<file path="config.mk">
export PLATFORM = sky130hd
export DESIGN_NAME = cistercian_segment_encoder
export DESIGN_NICKNAME = d
export VERILOG_FILES = /design/src/rtl/cistercian_pkg.sv /design/src/rtl/cistercian_seg_to_digit.sv /design/src/rtl/cistercian_segment_encoder.sv
export SDC_FILE = /design/constraint.sdc
export NUM_CORES = 1
export LEC_CHECK = 0
export CAP_MARGIN = 20
export CORE_MARGIN = 2
export CORE_UTILIZATION = 55
export CTS_BUF_LIST = sky130_fd_sc_hd__clkbuf_16
export DETAILED_ROUTE_END_ITERATION = 16
export PLACE_DENSITY = 0.87
export SETUP_SLACK_MARGIN = 0.2
export SYNTH_ARGS = -nofsm -noshare
export SYNTH_HDL_FRONTEND = slang
export SYNTH_HIERARCHICAL = 1
export SYNTH_SLANG_ARGS = --single-unit
</file>
<file path="constraint.sdc">
create_clock -name clk -period 5.5 [get_ports clk]
set_clock_uncertainty 0.2 [all_clocks]
set_input_delay 1.1 -clock clk [delete_from_list [all_inputs] [get_ports clk]]
set_output_delay 1.1 -clock clk [all_outputs]
set_load 0.01 [all_outputs]
</file>
<file path="src/rtl/cistercian_pkg.sv">
// Shared Cistercian segment constants, used by both the decoder and this encoder.
package cistercian_pkg;

    localparam int unsigned SEG_W   = 5;
    localparam int unsigned DIGIT_W = 4;

    // Lit-segment codewords, bit4=U .. bit0=Y
    localparam logic [SEG_W-1:0] CIST_SEG_0  = 5'b00000;
    localparam logic [SEG_W-1:0] CIST_SEG_1  = 5'b10000;
    localparam logic [SEG_W-1:0] CIST_SEG_2  = 5'b01000;
    localparam logic [SEG_W-1:0] CIST_SEG_3  = 5'b00100;
    localparam logic [SEG_W-1:0] CIST_SEG_4  = 5'b00010;
    localparam logic [SEG_W-1:0] CIST_SEG_5  = 5'b10010;
    localparam logic [SEG_W-1:0] CIST_SEG_6  = 5'b00001;
    localparam logic [SEG_W-1:0] CIST_SEG_7  = 5'b10001;
    localparam logic [SEG_W-1:0] CIST_SEG_8  = 5'b01001;
    localparam logic [SEG_W-1:0] CIST_SEG_9  = 5'b11001;
    localparam logic [SEG_W-1:0] CIST_SEG_10 = 5'b11110;
    localparam logic [SEG_W-1:0] CIST_SEG_11 = 5'b10011;
    localparam logic [SEG_W-1:0] CIST_SEG_12 = 5'b11101;
    localparam logic [SEG_W-1:0] CIST_SEG_13 = 5'b11011;
    localparam logic [SEG_W-1:0] CIST_SEG_14 = 5'b10111;
    localparam logic [SEG_W-1:0] CIST_SEG_15 = 5'b01111;

    localparam logic [SEG_W-1:0] CIST_LAMP_TEST = 5'b11111;

    // Bit position of each segment within a channel vector
    typedef enum logic [2:0] {
        SegY = 3'd0,
        SegX = 3'd1,
        SegW = 3'd2,
        SegV = 3'd3,
        SegU = 3'd4
    } seg_idx_e;

endpackage

</file>
<file path="src/rtl/cistercian_seg_to_digit.sv">
// Combinational lookup from one lit-segment pattern to digit value and flags.
module cistercian_seg_to_digit
    import cistercian_pkg::*;
(
    input  logic [SEG_W-1:0]   seg_i,
    output logic [DIGIT_W-1:0] val_o,
    output logic               lt_o,
    output logic               err_o
);

    // Codeword table; anything else that is not all-lit is an error with value 0
    always_comb begin
        val_o = '0;
        lt_o  = 1'b0;
        err_o = 1'b0;
        case (seg_i)
            CIST_SEG_0:     val_o = 4'd0;
            CIST_SEG_1:     val_o = 4'd1;
            CIST_SEG_2:     val_o = 4'd2;
            CIST_SEG_3:     val_o = 4'd3;
            CIST_SEG_4:     val_o = 4'd4;
            CIST_SEG_5:     val_o = 4'd5;
            CIST_SEG_6:     val_o = 4'd6;
            CIST_SEG_7:     val_o = 4'd7;
            CIST_SEG_8:     val_o = 4'd8;
            CIST_SEG_9:     val_o = 4'd9;
            CIST_SEG_10:    val_o = 4'd10;
            CIST_SEG_11:    val_o = 4'd11;
            CIST_SEG_12:    val_o = 4'd12;
            CIST_SEG_13:    val_o = 4'd13;
            CIST_SEG_14:    val_o = 4'd14;
            CIST_SEG_15:    val_o = 4'd15;
            CIST_LAMP_TEST: lt_o  = 1'b1;
            default:        err_o = 1'b1;
        endcase
    end

endmodule

</file>
<file path="src/rtl/cistercian_segment_encoder.sv">
// Reads back two Cistercian segment patterns, debounces the pair and reports each
// new stable pair once on a valid/ready output.
module cistercian_segment_encoder
    import cistercian_pkg::*;
#(
    parameter int unsigned STABLE_CYCLES = 4,
    parameter int unsigned SYNC_STAGES   = 2
) (
    input  logic               clk,
    input  logic               rst_n,
    input  logic [SEG_W-1:0]   seg1,
    input  logic [SEG_W-1:0]   seg2,
    input  logic               al,
    input  logic               out_ready,
    output logic               out_valid,
    output logic [DIGIT_W-1:0] val1,
    output logic [DIGIT_W-1:0] val2,
    output logic               lt1,
    output logic               lt2,
    output logic               err1,
    output logic               err2
);

    localparam int unsigned PairW = 2 * SEG_W;
    localparam int unsigned CntW  = (STABLE_CYCLES < 1) ? 1 : $clog2(STABLE_CYCLES + 1);
    localparam logic [CntW-1:0] CntMax = CntW'(STABLE_CYCLES);

    logic [SYNC_STAGES-1:0][PairW-1:0] sync_q, sync_d;
    logic [PairW-1:0]   pat;
    logic [PairW-1:0]   cand_q, cand_d;
    logic [PairW-1:0]   last_q, last_d;
    logic [CntW-1:0]    cnt_q, cnt_d;
    logic               reported_q, reported_d;
    logic               out_valid_q, out_valid_d;
    logic [DIGIT_W-1:0] val1_q, val1_d, val2_q, val2_d;
    logic               lt1_q, lt1_d, lt2_q, lt2_d;
    logic               err1_q, err1_d, err2_q, err2_d;
    logic               stable, report;
    logic [DIGIT_W-1:0] dec_val1, dec_val2;
    logic               dec_lt1, dec_lt2, dec_err1, dec_err2;

    // Decode the candidate, not the live pattern, so reported data matches last_q
    cistercian_seg_to_digit u_dec1 (
        .seg_i (cand_q[PairW-1:SEG_W]),
        .val_o (dec_val1),
        .lt_o  (dec_lt1),
        .err_o (dec_err1)
    );

    cistercian_seg_to_digit u_dec2 (
        .seg_i (cand_q[SEG_W-1:0]),
        .val_o (dec_val2),
        .lt_o  (dec_lt2),
        .err_o (dec_err2)
    );

    // Shift raw lines through the synchroniser; lit segments become 1 after the XOR
    always_comb begin
        sync_d = {sync_q[SYNC_STAGES-2:0], {seg1, seg2}};
        pat    = sync_q[SYNC_STAGES-1] ^ {PairW{~al}};
    end

    // Settling counter, report decision and output handshake
    always_comb begin
        cand_d      = cand_q;
        cnt_d       = cnt_q;
        last_d      = last_q;
        reported_d  = reported_q;
        out_valid_d = out_valid_q;
        val1_d      = val1_q;
        val2_d      = val2_q;
        lt1_d       = lt1_q;
        lt2_d       = lt2_q;
        err1_d      = err1_q;
        err2_d      = err2_q;

        if (pat != cand_q) begin
            cand_d = pat;
            cnt_d  = '0;
        end else if (cnt_q != CntMax) begin
            cnt_d = cnt_q + CntW'(1);
        end

        stable = (pat == cand_q) && (cnt_q == CntMax);
        report = stable && (!reported_q || (cand_q != last_q)) && (!out_valid_q || out_ready);

        if (report) begin
            out_valid_d = 1'b1;
            last_d      = cand_q;
            reported_d  = 1'b1;
            val1_d      = dec_val1;
            val2_d      = dec_val2;
            lt1_d       = dec_lt1;
            lt2_d       = dec_lt2;
            err1_d      = dec_err1;
            err2_d      = dec_err2;
        end else if (out_valid_q && out_ready) begin
            out_valid_d = 1'b0;
        end
    end

    // State registers with asynchronous active-low reset
    always_ff @(posedge clk or negedge rst_n) begin
        if (!rst_n) begin
            sync_q      <= '0;
            cand_q      <= '0;
            cnt_q       <= '0;
            last_q      <= '0;
            reported_q  <= 1'b0;
            out_valid_q <= 1'b0;
            val1_q      <= '0;
            val2_q      <= '0;
            lt1_q       <= 1'b0;
            lt2_q       <= 1'b0;
            err1_q      <= 1'b0;
            err2_q      <= 1'b0;
        end else begin
            sync_q      <= sync_d;
            cand_q      <= cand_d;
            cnt_q       <= cnt_d;
            last_q      <= last_d;
            reported_q  <= reported_d;
            out_valid_q <= out_valid_d;
            val1_q      <= val1_d;
            val2_q      <= val2_d;
            lt1_q       <= lt1_d;
            lt2_q       <= lt2_d;
            err1_q      <= err1_d;
            err2_q      <= err2_d;
        end
    end

    assign out_valid = out_valid_q;
    assign val1      = val1_q;
    assign val2      = val2_q;
    assign lt1       = lt1_q;
    assign lt2       = lt2_q;
    assign err1      = err1_q;
    assign err2      = err2_q;

endmodule

</file>
==> results.ini <==
[grt]
grt_pass1_vias = 1676
grt_pass1_wl_um = 7710
antenna_found_initial = 0
grt_max_degree = 58
grt_util_all_layers_pct = 19.0
grt_remaining_overflow = 0

[clocking]
cts.path.max_buffers = 2
cts_setup_buffers = 0
cts_root_buf = clkbuf_16
cts_tree = done
postCtsResizedCells = 0
ctsHoldBuffers = 0
cts_max_level = 3
clock_latency_ps = 330
cts.sinks = 57
clkTransAtPathRegs_ps = 50
numCtsBuffers = 9

[logic_synthesis]
syn-cell-area_um2 = 2780
synth_seq_area_share_pct = 51.3
synth_fp_nets = 256
yosysWarnings = 6
synth_ff_type = dfrtp_1
synth_edf_count = 0
synthArstFlopShare_pct = 100
yosysUniqueCellTypes = 37
ys_ff_latch = 57
synth_cells = 240
synth_area_per_cell_um2 = 11.6

[timing]
slew_violations = 0
setup_viol_count_final = 0
finalHoldViolCount = 0
fmax_mhz = 287
setup_ws_ps = 2020
hold_slack_ps = 141
period_needed_ps = 3480
tightest_slew_ps = 679
fin_crit_sh_pct = 63.4
maxSlewHeadroom_pct = 54.7
fin_setup_tns_ps = 0
rsz0062_at_grt = no

[worst_setup_path]
crit_path_end_kind = register
cp_max_fo = 23
crit_required_ps = 5500
cp-start-kind = input port
worst_path_max_delay_cell = clkdlybuf4s50_1
worstPathCellList = clkdlybuf4s50_1 > inv_1 > nor4_1 > nand4_1 > a211oi_2 > buf_4 > mux2_2
r2r_start = cand_q[7]
crit_type = in2reg
arrival_ps = 3490
crit_start = al
slowest_delay_ps = 890

[detailed_routing]
drc = 0
first_pass_iters = 4
wl_per_cell_um = 13.7
via_per_inst = 5.41
drtIter0Drc = 171
ant_nets = 0
wirelength_um = 4610
via_count = 1819

[worst_hold_path]
hp-class = reg2reg
holdCritStartpoint = sync_d[19]

[outcome]
status = completed

[pwr]
ir_worst_vdd_mv = 0.280
p_per_area_nw_per_um2 = 347
power_leakage_nw = 1.43

[floorplanning]
num_io_pins = 27
rows = 25
dieHeight_um = 75.1
start_util_pct = 58.1
die_area_um2 = 5640
coreArea_um2 = 4790
die_width_um = 75.1

[run]
maxCapViolCount = 0

[final_layout]
n_antenna_cell = 0
utilization_pct = 69.3
n_fill_cell = 351
final_nets = 280
syn2layout_area_growth_pct = 19.3
drive_gt1_share_pct = 16.7
design_area_um2 = 3320

[placed_design]
portBuffers = 26
dpl_cell_area_um2 = 3000
place_ws_ps = 1700
dp_hpwl_um = 2920
gp_congestion = 0.875

layout by cell type, fill, tap and decap left out, types with 2 or more instances in the layout:
master,instances
ha_1,2
a221oi_1,2
buf_4,2
nand3b_1,2
nand2b_1,5
and3_1,6
clkdlybuf4s50_1,25
a21boi_1,2
a221o_1,2
xnor2_1,30
a211o_1,2
dfrtp_1,57
nor3_1,4
a31oi_1,4
o21ai_0,4
and3b_2,2
and2b_1,4
clkinvlp_4,2
o22ai_1,2
nand4_1,6
inv_1,7
nor4_1,3
a21oi_2,2
nor2b_1,3
nor2_1,13
o21ai_1,8
nand3_1,9
xor2_1,7
clkbuf_16,9
bufinv_16,2
a21oi_1,5
o31ai_1,2
nand2_1,6
mux2_2,21
cells in the mapped netlist (6+ instances only):
library cell | n | area share, %
xor2_1 | 7 | 2.2
buf_4 | 8 | 2.2
dfrtp_1 | 57 | 51
nand3_1 | 9 | 1.6
o21ai_1 | 8 | 1.4
nand2_1 | 6 | 0.81
mux2_2 | 21 | 8.5
buf_6 | 6 | 2.4
xnor2_1 | 30 | 9.5
nor2_1 | 13 | 1.8
nand4_1 | 6 | 1.4
and3_1 | 6 | 1.4
path summary, 6_finish.rpt:
path	to	slack, ps	depth (start not counted)
setup / recovery	last_q[4]	2020	7
hold / removal	sync_q[19]	140	0
setup reg to reg	last_q[4]	2900	6
hold reg to reg	sync_q[19]	140	0
max in group asynchronous	sync_d[13]	3950	2
min in group asynchronous	last_q[4]	700	2
cells by family after synthesis:
logic type	Yosys count	synth area share (%)
AND/OR/NAND/NOR	64	12.6
flip-flops	57	51.3
adder cells (fa/ha/maj)	2	0.900
XOR/XNOR	37	11.7
multiplexers	22	8.91
AO/OA/AOI/OAI	38	9.18
buffers and inverters	20	5.40
worst max-delay path, delay by kind of cell:
family	cells	cell delay (ps)
AO/OA/AOI/OAI	1	210
buffers and inverters	3	1340
multiplexers	1	380
AND/OR/NAND/NOR	2	460
routing by layer:
| metal | vias to the layer above | share of wire (%) | global-route usage [%] |
|---|---|---|---|
| li1 | 885 | - | - |
| met1 | 858 | 44 | 24.0 |
| met2 | 70 | 47 | 28.6 |
| met3 | 6 | 8.0 | 8.97 |
| met4 | 0 | 0.83 | 7.14 |
| met5 | - | 0 | 0 |
sequential cells by signal (all words and copies together), names as in the netlist:
name	cells
sync_q	10
sync_d	10
cand_q	10
val2	4
out_valid	1
lt2	1
reported_q	1
val1	4
err1	1
cnt_q	3
err2	1
last_q	10
lt1	1
per-stage QoR:
stage / total power [mW] / std cells
6_report: 1.15 / 336
5_1_grt: 1.20 / 336
4_1_cts: 1.16 / 336
3_5_place_dp: 0.584 / 320
3_3_place_gp: 0.580 / 320
2_1_floorplan: 0.561 / 240
area by class of cell:
| type | instances | area, um^2 | share of cell area [%] |
|---|---|---|---|
| inverters | 5 | 18.8 | 0.566 |
| multi-input cells | 163 | 1200 | 36.3 |
| repair buffers | 28 | 270 | 8.15 |
| clock inverters | 7 | 87.6 | 2.64 |
| flip-flops and latches | 57 | 1430 | 43.0 |
| clock buffers | 9 | 225 | 6.79 |
| well taps | 67 | 83.8 | 2.53 |
where the power goes:
part | internal (mW) | switching [mW] | leakage, nW | total, mW
registers | 0.435 | 0.0427 | 0.727 | 0.477
clock network | 0.391 | 0.180 | 0.154 | 0.571
logic | 0.0552 | 0.0458 | 0.550 | 0.101
total | 0.881 | 0.268 | 1.43 | 1.15
No activity file was read; power rests on OpenSTA's default activity.
